[src/rtl/hash_msg_feeder_if.sv]
// Bundles the source byte stream, the hash-core side and the status strobes of hash_msg_feeder.
// master is the feeder itself; slave is the environment driving it.
interface hash_msg_feeder_if;
  logic [7:0]  s_data;
  logic        s_valid;
  logic        s_last;
  logic        s_ready;
  logic [7:0]  m;
  logic        m_valid;
  logic        hash_ready;
  logic [63:0] hash_out;
  logic [63:0] digest;
  logic        digest_valid;
  logic        err_illegal;
  logic        busy;

  modport master (
    input  s_data, s_valid, s_last, hash_ready, hash_out,
    output s_ready, m, m_valid, digest, digest_valid, err_illegal, busy
  );

  modport slave (
    output s_data, s_valid, s_last, hash_ready, hash_out,
    input  s_ready, m, m_valid, digest, digest_valid, err_illegal, busy
  );
endinterface

[src/rtl/hash_msg_feeder.sv]
// Buffers message bytes and feeds them to an iterative hash core framed by 8'hFF start and
// 8'h00 finish bytes, pacing strobes PACE cycles apart, then captures the resulting digest.
module hash_msg_feeder #(
  parameter int unsigned FIFO_DEPTH = 8,
  parameter int unsigned PACE       = 34
) (
  input  logic              clk,
  input  logic              reset,
  hash_msg_feeder_if.master bus
);

  localparam int unsigned AW = $clog2(FIFO_DEPTH);
  localparam int unsigned CW = (PACE > 2) ? $clog2(PACE) : 1;
  localparam logic [CW-1:0] RELOAD = CW'(PACE - 1);

  typedef enum logic [2:0] {
    IDLE, SEND_START, PACE_WAIT, SEND_BYTE, SEND_FINISH, WAIT_DIGEST
  } state_t;

  // Entry layout: {skip, last, byte}
  logic [9:0]    mem [FIFO_DEPTH];
  logic [AW:0]   wptr, rptr;
  logic          full, empty, push, pop, pop_skip, pop_byte, new_skip;
  logic [9:0]    head;

  state_t        state;
  logic [CW-1:0] cnt;
  logic          last_seen;

  assign full     = (wptr[AW] != rptr[AW]) && (wptr[AW-1:0] == rptr[AW-1:0]);
  assign empty    = (wptr == rptr);
  assign push     = bus.s_valid && !full;
  assign new_skip = (bus.s_data == 8'hFF) || (bus.s_data == 8'h00);
  assign head     = mem[rptr[AW-1:0]];
  assign pop      = pop_skip | pop_byte;

  assign bus.s_ready = !full;
  assign bus.busy    = (state != IDLE);

  // Skip entries are drained as soon as they reach the head so they never stretch the pacing;
  // nothing is popped once the final beat has been seen, so the next message stays queued.
  always_comb begin
    pop_skip = 1'b0;
    pop_byte = 1'b0;
    if (state == PACE_WAIT && !empty && !last_seen) begin
      if (head[9])         pop_skip = 1'b1;
      else if (cnt == '0)  pop_byte = 1'b1;
    end
  end

  always_ff @(posedge clk) begin
    if (push) mem[wptr[AW-1:0]] <= {new_skip, bus.s_last, bus.s_data};
  end

  always_ff @(posedge clk or posedge reset) begin
    if (reset) begin
      wptr <= '0;
      rptr <= '0;
    end else begin
      if (push) wptr <= wptr + 1'b1;
      if (pop)  rptr <= rptr + 1'b1;
    end
  end

  // The counter is loaded on the edge that raises m_valid, so it reads PACE-1 during the
  // strobe cycle and reaches zero exactly PACE-1 cycles later.
  always_ff @(posedge clk or posedge reset) begin
    if (reset) begin
      state            <= IDLE;
      cnt              <= '0;
      last_seen        <= 1'b0;
      bus.m            <= 8'h00;
      bus.m_valid      <= 1'b0;
      bus.digest       <= '0;
      bus.digest_valid <= 1'b0;
      bus.err_illegal  <= 1'b0;
    end else begin
      bus.m_valid      <= 1'b0;
      bus.digest_valid <= 1'b0;
      bus.err_illegal  <= push && new_skip;
      if (cnt != '0) cnt <= cnt - 1'b1;
      unique case (state)
        IDLE: begin
          if (!empty) begin
            bus.m       <= 8'hFF;
            bus.m_valid <= 1'b1;
            cnt         <= RELOAD;
            state       <= SEND_START;
          end
        end
        SEND_START, SEND_BYTE: state <= PACE_WAIT;
        PACE_WAIT: begin
          if (cnt == '0 && last_seen) begin
            bus.m       <= 8'h00;
            bus.m_valid <= 1'b1;
            last_seen   <= 1'b0;
            state       <= SEND_FINISH;
          end else if (pop_byte) begin
            bus.m       <= head[7:0];
            bus.m_valid <= 1'b1;
            cnt         <= RELOAD;
            last_seen   <= head[8];
            state       <= SEND_BYTE;
          end else if (pop_skip && head[8]) begin
            last_seen <= 1'b1;
          end
        end
        SEND_FINISH: state <= WAIT_DIGEST;
        WAIT_DIGEST: begin
          if (bus.hash_ready) begin
            bus.digest       <= bus.hash_out;
            bus.digest_valid <= 1'b1;
            state            <= IDLE;
          end
        end
        default: state <= IDLE;
      endcase
    end
  end

endmodule
[src/flat_wrapper.sv]
// flat-port wrapper written by rule: the top's interface ports become plain ports
module hash_msg_feeder_flat 
#(
  parameter int unsigned FIFO_DEPTH = 8,
  parameter int unsigned PACE       = 34
)
  (clk, reset, bus_s_data, bus_s_valid, bus_s_last, bus_hash_ready, bus_hash_out, bus_s_ready, bus_m, bus_m_valid, bus_digest, bus_digest_valid, bus_err_illegal, bus_busy);
  hash_msg_feeder_if bus_i ();
  input  logic clk;
  input  logic reset;
  input wire logic [$bits(bus_i.s_data)-1:0] bus_s_data;
  input wire logic [$bits(bus_i.s_valid)-1:0] bus_s_valid;
  input wire logic [$bits(bus_i.s_last)-1:0] bus_s_last;
  input wire logic [$bits(bus_i.hash_ready)-1:0] bus_hash_ready;
  input wire logic [$bits(bus_i.hash_out)-1:0] bus_hash_out;
  output wire logic [$bits(bus_i.s_ready)-1:0] bus_s_ready;
  output wire logic [$bits(bus_i.m)-1:0] bus_m;
  output wire logic [$bits(bus_i.m_valid)-1:0] bus_m_valid;
  output wire logic [$bits(bus_i.digest)-1:0] bus_digest;
  output wire logic [$bits(bus_i.digest_valid)-1:0] bus_digest_valid;
  output wire logic [$bits(bus_i.err_illegal)-1:0] bus_err_illegal;
  output wire logic [$bits(bus_i.busy)-1:0] bus_busy;
  assign bus_i.s_data = bus_s_data;
  assign bus_i.s_valid = bus_s_valid;
  assign bus_i.s_last = bus_s_last;
  assign bus_i.hash_ready = bus_hash_ready;
  assign bus_i.hash_out = bus_hash_out;
  assign bus_s_ready = bus_i.s_ready;
  assign bus_m = bus_i.m;
  assign bus_m_valid = bus_i.m_valid;
  assign bus_digest = bus_i.digest;
  assign bus_digest_valid = bus_i.digest_valid;
  assign bus_err_illegal = bus_i.err_illegal;
  assign bus_busy = bus_i.busy;
  hash_msg_feeder #(.FIFO_DEPTH(FIFO_DEPTH), .PACE(PACE)) u_core (.clk(clk), .reset(reset), .bus(bus_i));
endmodule
[config.mk]
export PLATFORM = sky130hd
export DESIGN_NAME = hash_msg_feeder_flat
export DESIGN_NICKNAME = d
export VERILOG_FILES = /design/src/rtl/hash_msg_feeder_if.sv /design/src/rtl/hash_msg_feeder.sv /design/src/flat_wrapper.sv
export SDC_FILE = /design/constraint.sdc
export NUM_CORES = 1
export LEC_CHECK = 0
export CAP_MARGIN = 20
export CORE_MARGIN = 2
export CORE_UTILIZATION = 25
export CTS_BUF_LIST = sky130_fd_sc_hd__clkbuf_8
export DETAILED_ROUTE_END_ITERATION = 8
export PLACE_DENSITY_LB_ADDON = 0.12
export SLEW_MARGIN = 30
export SYNTH_ARGS = -nofsm -noshare
export SYNTH_HDL_FRONTEND = slang
export SYNTH_SLANG_ARGS = --single-unit
export TNS_END_PERCENT = 5
[constraint.sdc]
create_clock -name clk -period 3.25 [get_ports clk]
set_clock_uncertainty 0.05 [all_clocks]
set_input_delay 0.325 -clock clk [delete_from_list [all_inputs] [get_ports clk]]
set_output_delay 0.325 -clock clk [all_outputs]
set_load 0.02 [all_outputs]
Yosys cells after proc, flatten, opt, wreduce, memory -nomap -nowiden
Memories as Yosys holds them, arrays and structs flattened.
Index checks and enable logic that the tools add are counted.
W data, S select, Z words.
- bits in registers: 93
- RAM bits: 80
- output and inout port bits: 77
- logic and storage cells: 80
- memories: 1
- $add $sub $neg: 3
- equality and inequality tests: 12
- muxes and demuxes: 30
- bitwise operators: 1
- reduce and logical (&&, ||, !) cells: 23
- memories (name ; depth ; bits a word ; rd ports ; clocked after memory_dff ; wr ports ; line ; RTL):
    u_core.mem ; 8 ; 10 ; 1 ; 0 ; 1 ; hash_msg_feeder.sv:21 ; logic [9:0] mem [FIFO_DEPTH];
- operators by type and width (cell ; count):
    $mux W6 ; 4
    $mux W8 ; 3
    $pmux W8 S2 ; 1
    $mux W1 ; 15
    $pmux W3 S5 ; 1
    $mux W3 ; 4
    $pmux W6 S2 ; 1
    $add A4 B1 Y4 const B ; 2
    $eq A8 B8 Y1 const B ; 1
    $logic_not A8 Y1 ; 1
    $logic_and A1 B1 Y1 ; 7
    $eq A3 B2 Y1 const B ; 2
    $eq A3 B3 Y1 const B ; 2
    $logic_not A6 Y1 ; 1
    $reduce_and A3 Y1 ; 2
    $reduce_bool A3 Y1 ; 2
    $reduce_bool A6 Y1 ; 1
    $sub A6 B1 Y6 const B ; 1
    $eq A4 B4 Y1 ; 1
    $ne A2 B2 Y1 const B ; 2
    $reduce_and A2 Y1 ; 2
    $eq A3 B1 Y1 const B ; 1
    $eq A3 B3 Y1 ; 1
    $logic_not A1 Y1 ; 3
    other kinds (8) ; 8

Depth between registers and ports, before layout
Gate-level depths: netlist of run 1.
- depth after elaboration: 9
- mapped depth: 8
- mapped depth without buffers: 7

Worst setup path after synthesis of run 1
Ideal clock, no wire load.
- kind: reg2reg
- start: register u_core.rptr[0]
- end: memory u_core.mem[0][0] (enable)
- data arrival time: 2173 ps
- required time: 2810 ps
- setup slack: 637 ps
- stages on the path, launching flop included: 7
- clock period less this slack: 2613 ps
- path through: dfrtp_1 buf_4 xnor2_1 nand4b_1 nand2_1 or2_2 nor3_1
- cells in the longest elaborated chain, start to end: 6
- RTL lines (element ; line ; RTL):
    start: declaration ; hash_msg_feeder.sv:22 ; logic [AW:0] wptr, rptr;
    start signal: assignment ; hash_msg_feeder.sv:61 ; if (pop) rptr <= rptr + 1'b1;
    $eq A3 B3 Y1 ; hash_msg_feeder.sv:30 ; assign full = (wptr[AW] != rptr[AW]) && (wptr[AW-1:0] == rptr[AW-1:0]);
    $logic_and A1 B1 Y1 ; hash_msg_feeder.sv:30 ;
    $logic_not A1 Y1 ; - ;
    via bus_s_ready ; flat_wrapper.sv:16 ; output wire logic [$bits(bus_i.s_ready)-1:0] bus_s_ready;
    $logic_and A1 B1 Y1 ; hash_msg_feeder.sv:32 ; assign push = bus.s_valid && !full;
    $mux W1 ; hash_msg_feeder.sv:52 ; if (push) mem[wptr[AW-1:0]] <= {new_skip, bus.s_last, bus.s_data};
    $mux W1 (not written as such) ; hash_msg_feeder.sv:52 ;
    end: declaration ; hash_msg_feeder.sv:21 ;
The timed path passes the listed nets, and every way through them passes these cells.

Worst setup path after layout of run 1
- start: register u_core.rptr[1]
- end: output bus_s_ready
- cells in the longest elaborated chain, start to end: 3
- RTL lines (element ; line ; RTL):
    $eq A3 B3 Y1 ; hash_msg_feeder.sv:30 ;
    $logic_and A1 B1 Y1 ; hash_msg_feeder.sv:30 ;
    $logic_not A1 Y1 ; hash_msg_feeder.sv:37 ; assign bus.s_ready = !full;
    end: declaration ; flat_wrapper.sv:16 ;
Every way passes these cells.

==> summary.txt, run 1 <==
Status
  • Status: finished, final reports clean

Clocking
  • Setup bufs post-CTS: 0
  • Root Driver: clkbuf_8
  • H-tree levels: 4
  • Clock Latency Late Sink: 0.46 ns
  • CTS sink cnt: 173
  • CTS tree: built
  • Largest buffer count on any clock path: 2
  • Clock slew at reported path FFs: 0.11 ns
  • CTS resizes: 0
  • Num CTS Buffers: 17
  • Post-CTS Hold Fix Bufs: 0

Synth
  • Mux share of post-synthesis cell area: 8.74%
  • XOR/XNOR share of the synthesized area: 1.52%
  • Yosys warns: 0
  • EDFF count, synth: 80
  • Largest family of logic cells by synthesized area: simple AND/OR/NAND/NOR gates
  • Synth Area in Compound Gates: 2.50%
  • Area contributors post-synth: edfxtp_1 (35%), dfrtp_1 (34%), nand2_1 (11%)
  • Synth cell types: 51
  • Main synth FF type: dfrtp_1
  • Post-synthesis adder-cell area fraction: 0.543%
  • Avg Cell Area, Syn: 12.8 um^2
  • Syn_nets: 619
  • #FFs+latches synth: 173
  • Post-Syn Area: 0.00691 mm^2
  • Sequential area share after synthesis: 68.4%
  • Top-area cell type share of the netlist area: 34.8%
  • Async SR Flop Fraction: 53.8%
  • Synth Area in Simple Gates: 15.7%
  • Synth area leader: edfxtp_1
  • Mapped Cells: 539

Drt
  • DRT Pass-1 Iters: 5
  • Routed Antenna Nets: 0
  • DRT Wirelength: 17100 um
  • Wire length per cell: 16.1 um
  • # DRC: 0
  • Number of vias per cell: 4.26
  • DRT iter0 DRCs: 293
  • Via count: 4507

STA
  • Fin crit share: 84.6%
  • RSZ-0062 raised after global routing: no
  • Total negative slack: 0 ns
  • Hold WS: 0.197 ns
  • Final setup fails: 0
  • Tmin final: 2.75 ns
  • Slew HR: 53.6%
  • Worst Tran Pin Value: 0.695 ns
  • Fmax: 0.364 GHz
  • Slew Limit Fails: 0
  • Final Hold Fails: 0

Worst setup path
  • R2r setup slk: 0.75 ns
  • Critical Path RT: 2.87 ns
  • Crit-path slowest cell: dfrtp_1
  • Worst Path Max Fanout: 14
  • Element type at the critical path start: flip-flop
  • Buf/Inv on CP: 1
  • CP Class: reg -> out
  • R2R Path End: u_core.mem[0][2]
  • Crit-path max cell delay: 0.78 ns
  • Crit path max-delay family: flip-flops
  • Critical Path End Type: primary output
  • Crit path cell chain: xnor2_1, nand4b_1, clkdlybuf4s50_1
  • Data arrival, critical path: 2.38 ns
  • RR Startpoint: u_core.rptr[1]
  • R2R cell count: 6

Global route
  • First-pass GRT wire length: 26800 um
  • Total gr overflow: 0
  • Vias in the first global route: 4617
  • Maximum number of pins on one net before global-route repair: 66
  • Initial antenna violation count: 0
  • Tot GR Track Use: 12.1%

Power and ir drop
  • Leak pwr: 3.79 nW
  • Power Density: 723 mW/mm^2
  • Peak VDD IR: 0.230 mV

Die
  • Die Span X: 170 um
  • Row cnt: 60
  • Boundary pin count: 154
  • Die Ht: 170 um
  • Placeable Area: 0.0270 mm^2
  • Starting Density: 25.6%
  • Die Area: 0.0290 mm^2

Worst hold path
  • Worst hold-check path type: in -> async

Layout
  • Filler cells: 2698
  • Post-route non-filler standard cell count: 1058
  • Commonest cells after routing, fill and taps aside: nand2_1 (203), clkdlybuf4s50_1 (153), dfrtp_1 (93), edfxtp_1 (80), nor2_1 (25)
  • Fin util: 34.3%
  • Final net count: 784
  • Most common cell after layout, fill and taps aside: nand2_1
  • Syn-to-layout area delta: 34.3%
  • Layout cells sized above 1: 12.1%
  • Ant diodes: 0

Job
  • Max-Cap Viols: 0

Placed design
  • Routability Congestion: 0.751
  • Buffers added on ports: 153
  • DP Wirelength: 11800 um
  • Post-Place Cells: 1026
==> cells in the mapped netlist (3+ instances only) <==
cell	number
a21oi_1	5
clkbuf_1	14
dfrtp_1	93
edfxtp_1	80
ha_1	3
inv_1	7
mux2i_1	9
mux4_2	19
nand2_1	203
nand3_1	7
nand4_1	4
nor2_1	25
nor3_1	4
o21ai_0	3
o22ai_1	7
xnor2_1	9
xor2_1	3
==> state kept, by name, indices dropped and copies added (netlist names), 3 cells and up <==
| register | flops |
|---|---|
| u_core.bus.digest | 64 |
| u_core.wptr | 4 |
| u_core.rptr | 4 |
| u_core.state | 3 |
| u_core.mem | 80 |
| u_core.bus.m | 8 |
| u_core.cnt | 6 |
==> worst register-to-register path, stage by stage (launching register included) <==
cell and delay (ns):
dfrtp_1 0.78, xnor2_1 0.24, nand4b_1 0.24, nand2_1 0.13
or2_2 0.34, nor3_1 0.19, buf_4 0.24
==> cell type report <==
class	instances	area [um^2]	share of cell area, %
clock buffers	17	234	2.52
flip-flops and latches	173	4730	51.0
inverters	7	28.8	0.310
well taps	341	427	4.60
multi-input cells	334	2010	21.7
repair buffers	171	1680	18.1
clock inverters	15	173	1.86
==> metrics by stage <==
| step | power (mW) | setup WS, ns | area, um^2 |
|---|---|---|---|
| 6_report | 6.71 | 0.500 | 9280 |
| 5_1_grt | 7.13 | 0.348 | 9280 |
| 4_1_cts | 6.82 | 0.452 | 9280 |
| 3_5_place_dp | 5.25 | 0.772 | 8870 |
| 3_3_place_gp | 5.23 | 0.855 | 8870 |
| 2_1_floorplan | 4.42 | 0.455 | 6910 |
==> layer usage <==
layer / vias to the layer above / GRT usage, % / wire length (um)
met5: - / 0 / 0
met4: 0 / 3.46 / 175
li1: 2173 / - / -
met2: 129 / 18.6 / 7550
met1: 2192 / 16.9 / 8220
met3: 13 / 3.07 / 1100
==> where the power goes <==
part | internal (mW) | switching, mW
logic | 1.07 | 1.13
clock network | 0.651 | 0.898
registers | 2.71 | 0.261
total | 4.42 | 2.29
==> logic make-up after synthesis <==
kind of cell / after synthesis
fa+ha+maj: 3
compound gates: 23
xor+xnor: 12
flops: 173
simple gates: 263
mux: 33
buf+inv: 32
==> how the worst max path moves through the flow <==
| stage | start | endpoint | slack, ns | depth (start not counted) |
|---|---|---|---|---|
| 5_1_grt | u_core.rptr[1] | bus_s_ready | 0.35 | 3 |
| 2_1_floorplan | reset | u_core.bus.digest[0] | 0.45 | 1 |
| 3_5_place_dp | u_core.rptr[1] | u_core.mem[0][2] | 0.77 | 6 |
| 3_3_place_gp | u_core.rptr[1] | u_core.mem[0][7] | 0.85 | 6 |
| 4_1_cts | u_core.rptr[1] | bus_s_ready | 0.45 | 3 |
| 6_report | u_core.rptr[1] | bus_s_ready | 0.50 | 3 |
Power figures use the tool's default switching activity.
==> run 2, diff against run 1 <==
==> constraint.sdc (replaced) <==
create_clock -name clk -period 2.5 [get_ports clk]
set_clock_uncertainty 0.05 [all_clocks]
set_input_delay 0.25 -clock clk [delete_from_list [all_inputs] [get_ports clk]]
set_output_delay 0.25 -clock clk [all_outputs]
set_load 0.02 [all_outputs]
==> run 2 against run 1 <==
Utilization increased by 0.29 points. Largest power group unchanged. Largest cell class unchanged. Worst hold slack got worse by 0.013 ns. Design area increased by 0.85%. Cell count increased by 0.38%. Wire length increased by 3.5%. Critical endpoint unchanged. Sequential cell count unchanged. Die area unchanged.
==> summary.txt, run 2 (synthesis gave the netlist of run 1 again) <==
Layout
  • Fin util: 34.6% (+0.29 points)
  • Commonest cells after routing, fill and taps aside: nand2_1 (203), clkdlybuf4s50_1 (153), dfrtp_1 (93), edfxtp_1 (80), nor2_1 (25)
  • Post-route non-filler standard cell count: 1062 (+0.38%)
  • Most common cell after layout, fill and taps aside: nand2_1
  • Ant diodes: 0 (unchanged)
  • Max FFs per register: 80 (unchanged)
  • Layout cells sized above 1: 12.8% (+0.63 points)
  • Final net count: 788 (+0.51%)
  • Post-Layout Inst Area: 0.00936 mm^2 (+0.85%)
  • Syn-to-layout area delta: 35.4%
  • Filler cells: 2691 (-0.26%)

STA
  • Worst Tran Pin Value: 0.759 ns (+0.0632 ns)
  • PnR worst setup slack: 0.119 ns (-0.380 ns)
  • Hold WS: 0.184 ns (-0.0127 ns)
  • Fmax: 0.420 GHz
  • Final setup fails: 0 (unchanged)
  • Tmin final: 2.38 ns
  • Slew Limit Fails: 0 (unchanged)
  • Fin crit share: 95.2%
  • Slew HR: 49.1% (-4.6 points)
  • Final Hold Fails: 0 (unchanged)
  • Total negative slack: 0 ns (unchanged)

Clocking
  • Clock Latency Late Sink: 0.46 ns (about the same)
  • Clock slew at reported path FFs: 0.10 ns (about the same)
  • Num CTS Buffers: 17 (unchanged)
  • CTS tree: built
  • H-tree levels: 4 (unchanged)
  • Largest buffer count on any clock path: 2 (unchanged)
  • Post-CTS Hold Fix Bufs: 0 (unchanged)
  • CTS sink cnt: 173 (unchanged)
  • Root Driver: clkbuf_8

Power and ir drop
  • Power Density: 946 mW/mm^2 (+31%)
  • Peak VDD IR: 0.361 mV (+57%)
  • Overall power: 8.85 mW (+32%)
  • Leak pwr: 3.83 nW (+1.1%)

Placed design
  • Buffers added on ports: 153 (unchanged)
  • Routability Congestion: 0.771 (+2.7%)
  • Post-Place Cells: 1030 (+0.39%)
  • DP Wirelength: 12000 um (+1.9%)
  • Setup Slack @ Placement: 0.264 ns (-0.508 ns)
  • Post-DP Area: 0.00893 mm^2 (+0.63%)

Global route
  • Total gr overflow: 0 (unchanged)
  • Vias in the first global route: 4816 (+4.3%)
  • Tot GR Track Use: 12.4% (+0.29 points)
  • First-pass GRT wire length: 27300 um (+1.9%)
  • Initial antenna violation count: 0 (unchanged)
  • Maximum number of pins on one net before global-route repair: 94 (+42%)

Die
  • Die Area: 0.0290 mm^2 (unchanged)
  • Row cnt: 60 (unchanged)
  • Placeable Area: 0.0270 mm^2 (unchanged)
  • Boundary pin count: 154 (unchanged)
  • Starting Density: 25.6% (unchanged)
  • Die Span X: 170 um (unchanged)
  • Die Ht: 170 um (unchanged)

Worst setup path
  • Crit path max-delay family: buffers and inverters
  • Crit-path slowest cell: clkdlybuf4s50_1
  • Data arrival, critical path: 2.08 ns (-0.30 ns)
  • Buf/Inv on CP: 1 (unchanged)
  • Crit path cell chain: xnor2_2, nand4b_1, clkdlybuf4s50_1
  • CP Class: reg -> out
  • Element type at the critical path start: flip-flop
  • RR Startpoint: u_core.cnt[0]
  • Critical Path End Type: primary output
  • CP startpoint: u_core.rptr[1]
  • Crit-path max cell delay: 0.61 ns (-0.17 ns)
  • Worst Path Max Fanout: 7 (-7)
  • Critical Path RT: 2.20 ns (-0.67 ns)

Drt
  • Routed Antenna Nets: 0 (unchanged)
  • Via count: 4578 (+1.6%)
  • DRT iter0 DRCs: 226 (-23%)
  • DRT Wirelength: 17600 um (+3.5%)
  • DRT Pass-1 Iters: 6 (+1)
  • Wire length per cell: 16.6 um (+3.1%)
  • # DRC: 0 (unchanged)
  • Number of vias per cell: 4.31 (+1.2%)

Status
  • Status: finished, final reports clean

Worst hold path
  • Worst hold-check path type: in -> async

Job
  • Max-Cap Viols: 0 (unchanged)
[run 2: final cells by class]
type / count / area (um^2) / area share (%)
Tap cell: 341 / 427 / 4.56
Clock inverter: 15 / 180 / 1.92
Inverter: 7 / 30.0 / 0.321
Clock buffer: 17 / 234 / 2.50
Multi-Input combinational cell: 334 / 2030 / 21.6
Sequential cell: 173 / 4730 / 50.5
Timing Repair Buffer: 175 / 1730 / 18.5
[run 2: metal layers]
metal	vias to the layer above	share of wire (%)	GRT usage [%]
met2	133	46	20.1
li1	2179	-	-
met1	2250	46	16.3
met3	16	6.0	2.95
met4	0	1.6	4.20
met5	-	0	0
[run 2: repair_timing]
action,CTS,global route
gates resized for setup,0,2
endpoints found under the setup margin,0,1
setup buffers,0,0
[run 2: power by group]
part	total (mW)	internal [mW]	switching [mW]
registers	3.86	3.52	0.337
clock network	2.06	0.932	1.12
logic	2.94	1.42	1.51
[run 2: path summary, 6_finish.rpt]
kind / endpoint / slack [ns] / depth (start not counted)
setup / recovery: bus_s_ready / 0.12 / 3
hold / removal: u_core.bus.digest[2] / 0.18 / 3
setup reg to reg: u_core.bus.m[0] / 0.27 / 7
hold reg to reg: u_core.bus.digest[27] / 0.43 / 2
max in group asynchronous: u_core.bus.digest[16] / 1.76 / 3
min in group clk: u_core.bus.digest[48] / 0.26 / 3
[run 2: worst register-to-register path, cell delays in order, from the launching register on]
cell	delay [ns]
dfrtp_1	0.39
inv_1	0.10
ha_1	0.25
or3b_2	0.51
nor3_2	0.25
nand3_1	0.19
nor2_4	0.23
o22ai_1	0.13
